--- src/rtl/pwm_bank.sv ---
// pwm_bank -- multi-channel PWM generator with a shared period counter.
//
// Every channel compares the shared period counter against its own active
// duty value. Writes land in a per-channel shadow register and are committed
// only at the period boundary, so an output never sees a partial period with
// a mixed duty. A channel in fade mode ramps its duty up and down by
// FADE_STEP once per period, holding each clamped endpoint for one period.
//
// Parameters:
//   CHANNELS     number of PWM outputs (>= 1)
//   PWM_INTERVAL period length in clk cycles (>= 2)
//   FADE_STEP    duty change per period in fade mode (1..PWM_INTERVAL)
//
// Ports:
//   clk           system clock, rising edge
//   rst           asynchronous active-high reset
//   wr_en         write strobe, one write per cycle while high
//   wr_ch         target channel (indices >= CHANNELS are ignored)
//   wr_duty       duty value, or the starting duty in fade mode
//   wr_mode       0 = static, 1 = fade
//   pwm_out       PWM outputs, bit i belongs to channel i
//   period_start  one-cycle pulse in the first cycle of each period
//   pending       bit i high while channel i holds an uncommitted write
//
// pwm_out and period_start are registered and trail the counter by one cycle.

module pwm_bank #(
  parameter  int CHANNELS     = 3,
  parameter  int PWM_INTERVAL = 1200,
  parameter  int FADE_STEP    = 12,
  localparam int W            = $clog2(PWM_INTERVAL + 1),
  localparam int CW           = (CHANNELS > 1) ? $clog2(CHANNELS) : 1
) (
  input  logic                clk,
  input  logic                rst,
  input  logic                wr_en,
  input  logic [CW-1:0]       wr_ch,
  input  logic [W-1:0]        wr_duty,
  input  logic                wr_mode,
  output logic [CHANNELS-1:0] pwm_out,
  output logic                period_start,
  output logic [CHANNELS-1:0] pending
);

  localparam int CNTW = $clog2(PWM_INTERVAL);

  localparam logic [CNTW-1:0] CNT_LAST   = CNTW'(PWM_INTERVAL - 1);
  localparam logic [W-1:0]    LIMIT      = W'(PWM_INTERVAL);
  localparam logic [W:0]      LIMIT_WIDE = (W + 1)'(PWM_INTERVAL);
  localparam logic [W-1:0]    STEP       = W'(FADE_STEP);
  localparam logic [W:0]      STEP_WIDE  = (W + 1)'(FADE_STEP);

  // ---------------------------------------------------------------------------
  // Shared period counter
  // ---------------------------------------------------------------------------
  logic [CNTW-1:0] cnt_reg;
  logic            period_start_reg;
  logic            boundary;
  logic [W-1:0]    cnt_ext;

  assign boundary = (cnt_reg == CNT_LAST);
  assign cnt_ext  = W'(cnt_reg);

  always_ff @(posedge clk or posedge rst) begin
    if (rst) begin
      cnt_reg          <= '0;
      period_start_reg <= 1'b0;
    end else begin
      cnt_reg          <= boundary ? '0 : cnt_reg + CNTW'(1);
      period_start_reg <= boundary;
    end
  end

  assign period_start = period_start_reg;

  // Out-of-range duty values saturate at a full-on period.
  logic [W-1:0] wr_duty_clamped;
  assign wr_duty_clamped = (wr_duty > LIMIT) ? LIMIT : wr_duty;

  // ---------------------------------------------------------------------------
  // Per-channel shadow/active state
  // ---------------------------------------------------------------------------
  for (genvar gi = 0; gi < CHANNELS; gi++) begin : g_ch
    logic [W-1:0] duty_reg;
    logic [W-1:0] sh_duty_reg;
    logic         mode_reg;
    logic         sh_mode_reg;
    logic         dir_reg;
    logic         pending_reg;
    logic         pwm_reg;
    logic         wr_hit;
    logic [W:0]   up_sum;
    logic [W-1:0] duty_next;
    logic         dir_next;

    // Only indices that exist can match, so wr_ch >= CHANNELS hits nothing.
    assign wr_hit = wr_en && (wr_ch == CW'(gi));

    // Next fade step, evaluated one bit wider so the upward sum cannot wrap.
    always_comb begin
      up_sum    = {1'b0, duty_reg} + STEP_WIDE;
      duty_next = duty_reg;
      dir_next  = dir_reg;
      if (!dir_reg) begin
        if (up_sum >= LIMIT_WIDE) begin
          duty_next = LIMIT;
          dir_next  = 1'b1;
        end else begin
          duty_next = up_sum[W-1:0];
        end
      end else begin
        if ({1'b0, duty_reg} <= STEP_WIDE) begin
          duty_next = '0;
          dir_next  = 1'b0;
        end else begin
          duty_next = duty_reg - STEP;
        end
      end
    end

    always_ff @(posedge clk or posedge rst) begin
      if (rst) begin
        duty_reg    <= '0;
        sh_duty_reg <= '0;
        mode_reg    <= 1'b0;
        sh_mode_reg <= 1'b0;
        dir_reg     <= 1'b0;
        pending_reg <= 1'b0;
        pwm_reg     <= 1'b0;
      end else begin
        if (wr_hit) begin
          sh_duty_reg <= wr_duty_clamped;
          sh_mode_reg <= wr_mode;
        end

        // A write arriving in the boundary cycle itself is deferred to the
        // next boundary; the active state then behaves as if nothing pended.
        if (boundary && pending_reg && !wr_hit) begin
          duty_reg <= sh_duty_reg;
          mode_reg <= sh_mode_reg;
          dir_reg  <= 1'b0;
        end else if (boundary && mode_reg) begin
          duty_reg <= duty_next;
          dir_reg  <= dir_next;
        end

        if (wr_hit) begin
          pending_reg <= 1'b1;
        end else if (boundary) begin
          pending_reg <= 1'b0;
        end

        // duty 0 never matches, duty PWM_INTERVAL always matches.
        pwm_reg <= (cnt_ext < duty_reg);
      end
    end

    assign pwm_out[gi] = pwm_reg;
    assign pending[gi] = pending_reg;
  end

endmodule
--- config.mk ---
export PLATFORM = sky130hd
export DESIGN_NAME = pwm_bank
export DESIGN_NICKNAME = d
export VERILOG_FILES = /design/src/rtl/pwm_bank.sv
export SDC_FILE = /design/constraint.sdc
export NUM_CORES = 1
export LEC_CHECK = 0
export CORE_AREA = 2 2 169 130
export DETAILED_ROUTE_END_ITERATION = 8
export DIE_AREA = 0 0 171 132
export PLACE_DENSITY_LB_ADDON = 0.05
export SYNTH_ARGS = -nofsm -noshare
export SYNTH_HDL_FRONTEND = slang
export SYNTH_SLANG_ARGS = --single-unit
export TNS_END_PERCENT = 5
--- constraint.sdc ---
create_clock -name clk -period 4 [get_ports clk]
set_input_delay 0.8 -clock clk [delete_from_list [all_inputs] [get_ports clk]]
set_output_delay 0.8 -clock clk [all_outputs]
set_load 0.005 [all_outputs]
# Word-level counts from Yosys, hierarchy flattened
# Index checks and enable logic that the tools add are counted.
[totals]
regBits = 93
output_inout_bits = 7
input_bits = 17
wordCells = 101
[classes]
n_eq_ne = 3
n_reduce_logical = 22
n_addsub = 7
mux = 36
order_cmp = 10
[op_table]
columns = ["operator", "count"]
rows = [
  ["11-bit two-way mux", 17],
  ["11-bit by 4-bit adder with 12-bit output, second input constant", 3],
  ["12-bit by 11-bit >= comparator with 1-bit output, second input constant", 3],
  ["11-bit by 4-bit <= comparator with 1-bit output, second input constant", 3],
  ["11-bit < comparator", 3],
  ["11-bit by 4-bit subtractor with 11-bit output, second input constant", 3],
  ["1-bit two-way mux", 19],
  ["1-bit logical AND", 12],
  ["2-bit nonzero test", 6],
  ["11-bit by 1-bit adder with 11-bit output, second input constant", 1],
  ["11-bit equality test, second input constant", 1],
  ["11-bit > comparator, second input constant", 1],
  ["1-bit logical NOT", 3],
  ["2-bit by 1-bit equality test with 1-bit output, second input constant", 1],
  ["2-bit equality test, second input constant", 1],
  ["2-bit logical NOT", 1],
]

# Logic depth before layout (Yosys ltp)
[depth]
depth_word = 6
ltp_mapped = 11
mapped_depth_nobuf = 9

# Worst setup path before layout
# OpenSTA, ideal clock, no wires.
[synth_path]
path_kind = "flip-flop to flip-flop"
startpoint = "reg g_ch[1].duty_reg[2]"
endpoint = "reg g_ch[1].duty_reg[9]"
slack_ps = 1581
setup_ps = 87
arrival_time_ps = 2333
synth_period_minus_slack_ps = 2419
path_stages_with_launch = 11
required_ps = 3913
n_path_buf = 1
cell_sequence = "dfrtp_1 > clkbuf_1 > inv_1 > ha_1 > and3b_1 > and3_1 > a31oi_1 > o32ai_1 > and2_1 > a21oi_1 > o211ai_1"
[synth_between]
elab_chain_len = 6
word_cells_on_any_way = 9
[synth_rtl]
columns = ["element", "line", "rtl"]
rows = [
  ["start: declaration", "84", "logic [W-1:0] duty_reg;"],
  ["start signal: assignment", "139", "duty_reg <= sh_duty_reg;"],
  ["start signal: assignment", "143", "duty_reg <= duty_next;"],
  ["11-bit by 4-bit adder with 12-bit output", "101", "up_sum = {1'b0, duty_reg} + STEP_WIDE;"],
  ["12-bit by 11-bit >= comparator with 1-bit output", "105", "if (up_sum >= LIMIT_WIDE) begin"],
  ["11-bit two-way mux", "105", ""],
  ["11-bit two-way mux *", "104", "if (!dir_reg) begin"],
  ["11-bit two-way mux *", "142", "end else if (boundary && mode_reg) begin"],
  ["11-bit two-way mux *", "138", "if (boundary && pending_reg && !wr_hit) begin"],
]
# Mark *: on every way between the ends. The rest lies on a longest branch, timed or not. The select of a mux whose other input is x is not followed.
# A chain may end at the register's enable or synchronous reset.

# Worst setup path after layout
[layout_path]
startpoint = "reg g_ch[1].duty_reg[3]"
endpoint = "reg g_ch[1].duty_reg[2]"
# The elaborated chain is that of the path after synthesis.

==> metrics.yaml <==
sta:
  fin_crit_sh_pct: 79.2
  setup_violations: 0
  hold_viol: 0
  totalNegativeSetupSlack_ns: 0
  min_period_ns: 3.17
  rsz0062_at_grt: "no"
  finalWorstSetupSlack_ns: 0.832
  fmax_mhz: 316
  worst_slew_pin_slew_ns: 0.927
  slew_violations: 0
  fin_skew_ns: 0.00725
  maxSlewHeadroom_pct: 37.6
yosys:
  synth.distinct_cells: 66
  syn_avg_cell_area_um2: 8.71
  ys_warn_count: 0
  synth_xor_area_share_pct: 3.55
  synth_mux_area_share_pct: 2.97
  ys_ff_latch: 93
  ys_seq_area_share_pct: 37.8
  syn-num-nets: 761
  syn-cell-area_um2: 6160
  synth_ff_type: "dfrtp_1"
  synthCells: 707
  yosys.area_share.simple_pct: 19.4
  synth_top_family_by_area: "compound AO/OA/AOI/OAI gates"
  synth-async-reset-ratio_pct: 100
  synth-edff-count: 0
  synth-adder-area-share_pct: 7.52
  synth_compound_area_share_pct: 22.8
floorplanning:
  initial_core_util_pct: 29.6
  core_area_um2: 20800
  dieArea_um2: 22600
  row_count: 46
  die_w_um: 171
  ios: 24
  fp.dieH_um: 132
global_route:
  grt_util_met1_pct: 26.9
  grt_pass1_wl_mm: 30.1
  use_met3_pct: 3.60
  grt_use_met2_pct: 24.1
  grt_antenna_before_repair: 0
  grt_overflow: 0
  grt-busiest-layer: "met1"
  track_usage_pct: 17.3
  grt_max_degree: 57
  grt_pass1_vias: 5145
critical_path:
  crit_chain: "ha_1 > or3b_2 > a2111oi_4 > nand2b_1 > inv_1 > o21ai_0 > nor3_1 > a221o_1"
  crit_family: "compound AO/OA/AOI/OAI gates"
  criticalPathCategory: "reg2reg"
  crit_required_ns: 4.23
  crit_path_start_kind: "flip-flop"
  arrival_ns: 3.40
  path_buf_inv: 1
  reg2reg_slack_ns: 0.83
  cpMaxStageDelayCell: "dfrtp_1"
  crit_path_max_fanout: 10
  crit_path_max_incr_delay_ns: 0.58
  endpoint_kind: "flip-flop"
pwr:
  seq_power_share_pct: 49.8
  pwr-share-comb_pct: 5.5
  power_uw: 2080
  p_per_area_nw_per_um2: 301
  switching_power_uw: 488
  internal-power_uw: 1600
  peakVddDrop_mv: 0.173
  clkPwrFrac_pct: 44.7
  p_leak_uw: 0.00277
  swShare_pct: 23.4
clocking:
  cts_tree: "done"
  clk_pin_slew_ns: 0.07
  htreeDepth: 3
  cts_buffers: 9
  cts.sinks: 93
  post_cts_resized: 0
  clk_path_buf_depth: 2
  cts_hold_buffers: 0
  cts_root_buffer: "clkbuf_16"
  clock_latency_ns: 0.35
  post-cts-setup-buffers: 0
place:
  portBuffers: 23
  gp_congestion: 0.913
  post-dp-hpwl_mm: 14.2
  dp_slack_ns: 0.745
routing:
  via_count: 5329
  drt_wl_total_mm: 18.9
  drc: 0
  drtIter0Drc: 412
  detail_route.first_pass.iterations: 5
  vias_per_cell: 5.35
  ant_nets: 0
  wl_per_cell_um: 19.0
worst_hold_path:
  worstHoldPathType: "reg2reg"
layout:
  drive_gt1_share_pct: 6.21
  finalNetCount: 758
  post-route-util_pct: 33.2
  areaGrowthSynthToFinish_pct: 12.3
  antenna_cells: 0
run:
  max_cap_viol_count: 0
status:
  outcome: "complete, no violations"
-- power groups by stage --
stage               clock (uW)  sequential, uW  combinational [uW]
floorplan                    0            1040                71.9
global route              1000            1050                 135
global placement             0            1060                 117
detailed placement           0            1060                 118
CTS                        978            1040                 119
finish                     931            1040                 115
-- Yosys cell counts (5+ instances only) --
| master | number | share of area [%] |
|---|---|---|
| inv_1 | 42 | 2.6 |
| ha_1 | 37 | 7.5 |
| o21ai_0 | 72 | 5.9 |
| buf_4 | 6 | 0.73 |
| mux2_2 | 10 | 1.8 |
| a21o_1 | 7 | 0.85 |
| nor4_1 | 5 | 0.51 |
| a221oi_1 | 6 | 0.85 |
| nand4_1 | 7 | 0.71 |
| a221o_1 | 5 | 0.81 |
| a31oi_1 | 13 | 1.3 |
| nor3_1 | 15 | 1.2 |
| o211ai_1 | 9 | 1.1 |
| nor2b_1 | 5 | 0.51 |
| mux2i_1 | 7 | 1.1 |
| nand3_1 | 26 | 2.1 |
| buf_2 | 9 | 0.73 |
| o22ai_1 | 9 | 0.91 |
| nor2_1 | 43 | 2.6 |
| a22oi_1 | 10 | 1.2 |
| xor2_1 | 5 | 0.71 |
| o21a_1 | 8 | 0.98 |
| a21oi_1 | 20 | 1.6 |
| a22o_1 | 7 | 1.0 |
| and2_1 | 7 | 0.71 |
| xnor2_1 | 20 | 2.8 |
| o2111ai_1 | 5 | 0.71 |
| nand2_1 | 84 | 5.1 |
| and3_1 | 8 | 0.81 |
| or3_1 | 7 | 0.71 |
| clkbuf_1 | 24 | 1.5 |
| nand2b_1 | 13 | 1.3 |
| dfrtp_1 | 93 | 38 |
-- area by class of cell --
class | count | area, um2
Inverter | 43 | 176
Timing Repair Buffer | 27 | 273
Tap cell | 288 | 360
Clock buffer | 9 | 225
Sequential cell | 93 | 2330
Fill cell | 2200 | 13900
Clock inverter | 6 | 93.8
Multi-Input combinational cell | 530 | 3460
-- per-layer routing --
layer  share of wire [%]  routed length (um)  up-vias
li1                    -                   -     2580
met1                  51                9720     2549
met2                  41                7830      190
met3                 6.2                1170       10
met4                0.88                 166        0
met5                   0                   0        -
-- final timing paths --
| kind | endpoint | start | cells after the start |
|---|---|---|---|
| max | g_ch[1].duty_reg[2] | g_ch[1].duty_reg[3] | 8 |
| min | g_ch[1].sh_duty_reg[6] | g_ch[1].sh_duty_reg[6] | 2 |
| max reg2reg | g_ch[1].duty_reg[2] | g_ch[1].duty_reg[3] | 8 |
| min reg2reg | g_ch[1].sh_duty_reg[6] | g_ch[1].sh_duty_reg[6] | 2 |
| max in group asynchronous | g_ch[1].pwm_reg | rst | 3 |
| min in group asynchronous | g_ch[0].duty_reg[10] | rst | 2 |
-- through the flow --
stage | instances | hold WS [ns] | area (um2)
3_5_place_dp | 981 | 0.476 | 6600
2_1_floorplan | 707 | 0.450 | 6160
6_report | 996 | 0.487 | 6920
5_1_grt | 996 | 0.532 | 6920
4_1_cts | 996 | 0.495 | 6920
3_3_place_gp | 981 | 0.474 | 6600
-- kinds of logic (layout without fill, tap and decap cells) --
| family | count (synthesis) | after routing |
|---|---|---|
| xor+xnor | 25 | 25 |
| flops | 93 | 93 |
| simple gates | 242 | 242 |
| mux | 17 | 17 |
| compound gates | 209 | 209 |
| fa+ha+maj | 37 | 37 |
| buf+inv | 84 | 85 |
-- cells in the final DEF, fill, tap and decap left out, drive strengths merged, types with 5 or more instances in the layout --
cell,instances
a21o,7
a21oi,20
a221o,5
a221oi,6
a22o,7
a22oi,10
a31oi,13
and2,7
and3,8
clkbuf,9
clkdlybuf4s50,23
dfrtp,93
ha,37
inv,45
mux2,10
mux2i,7
nand2,84
nand2b,13
nand3,27
nand4,7
nor2,45
nor2b,5
nor3,15
nor4,5
o2111ai,5
o211ai,9
o21a,8
o21ai,75
o22ai,9
or3,7
or4,5
xnor2,20
xor2,5
-- worst register-to-register path: cells and delay by family, from the launching register on --
family,cells,cell delay [ns]
flops,1,0.58
compound gates,3,1.08
buf+inv,1,0.08
fa+ha+maj,1,0.42
simple gates,3,0.90
Note: power is estimated with default switching activity, not from simulation.
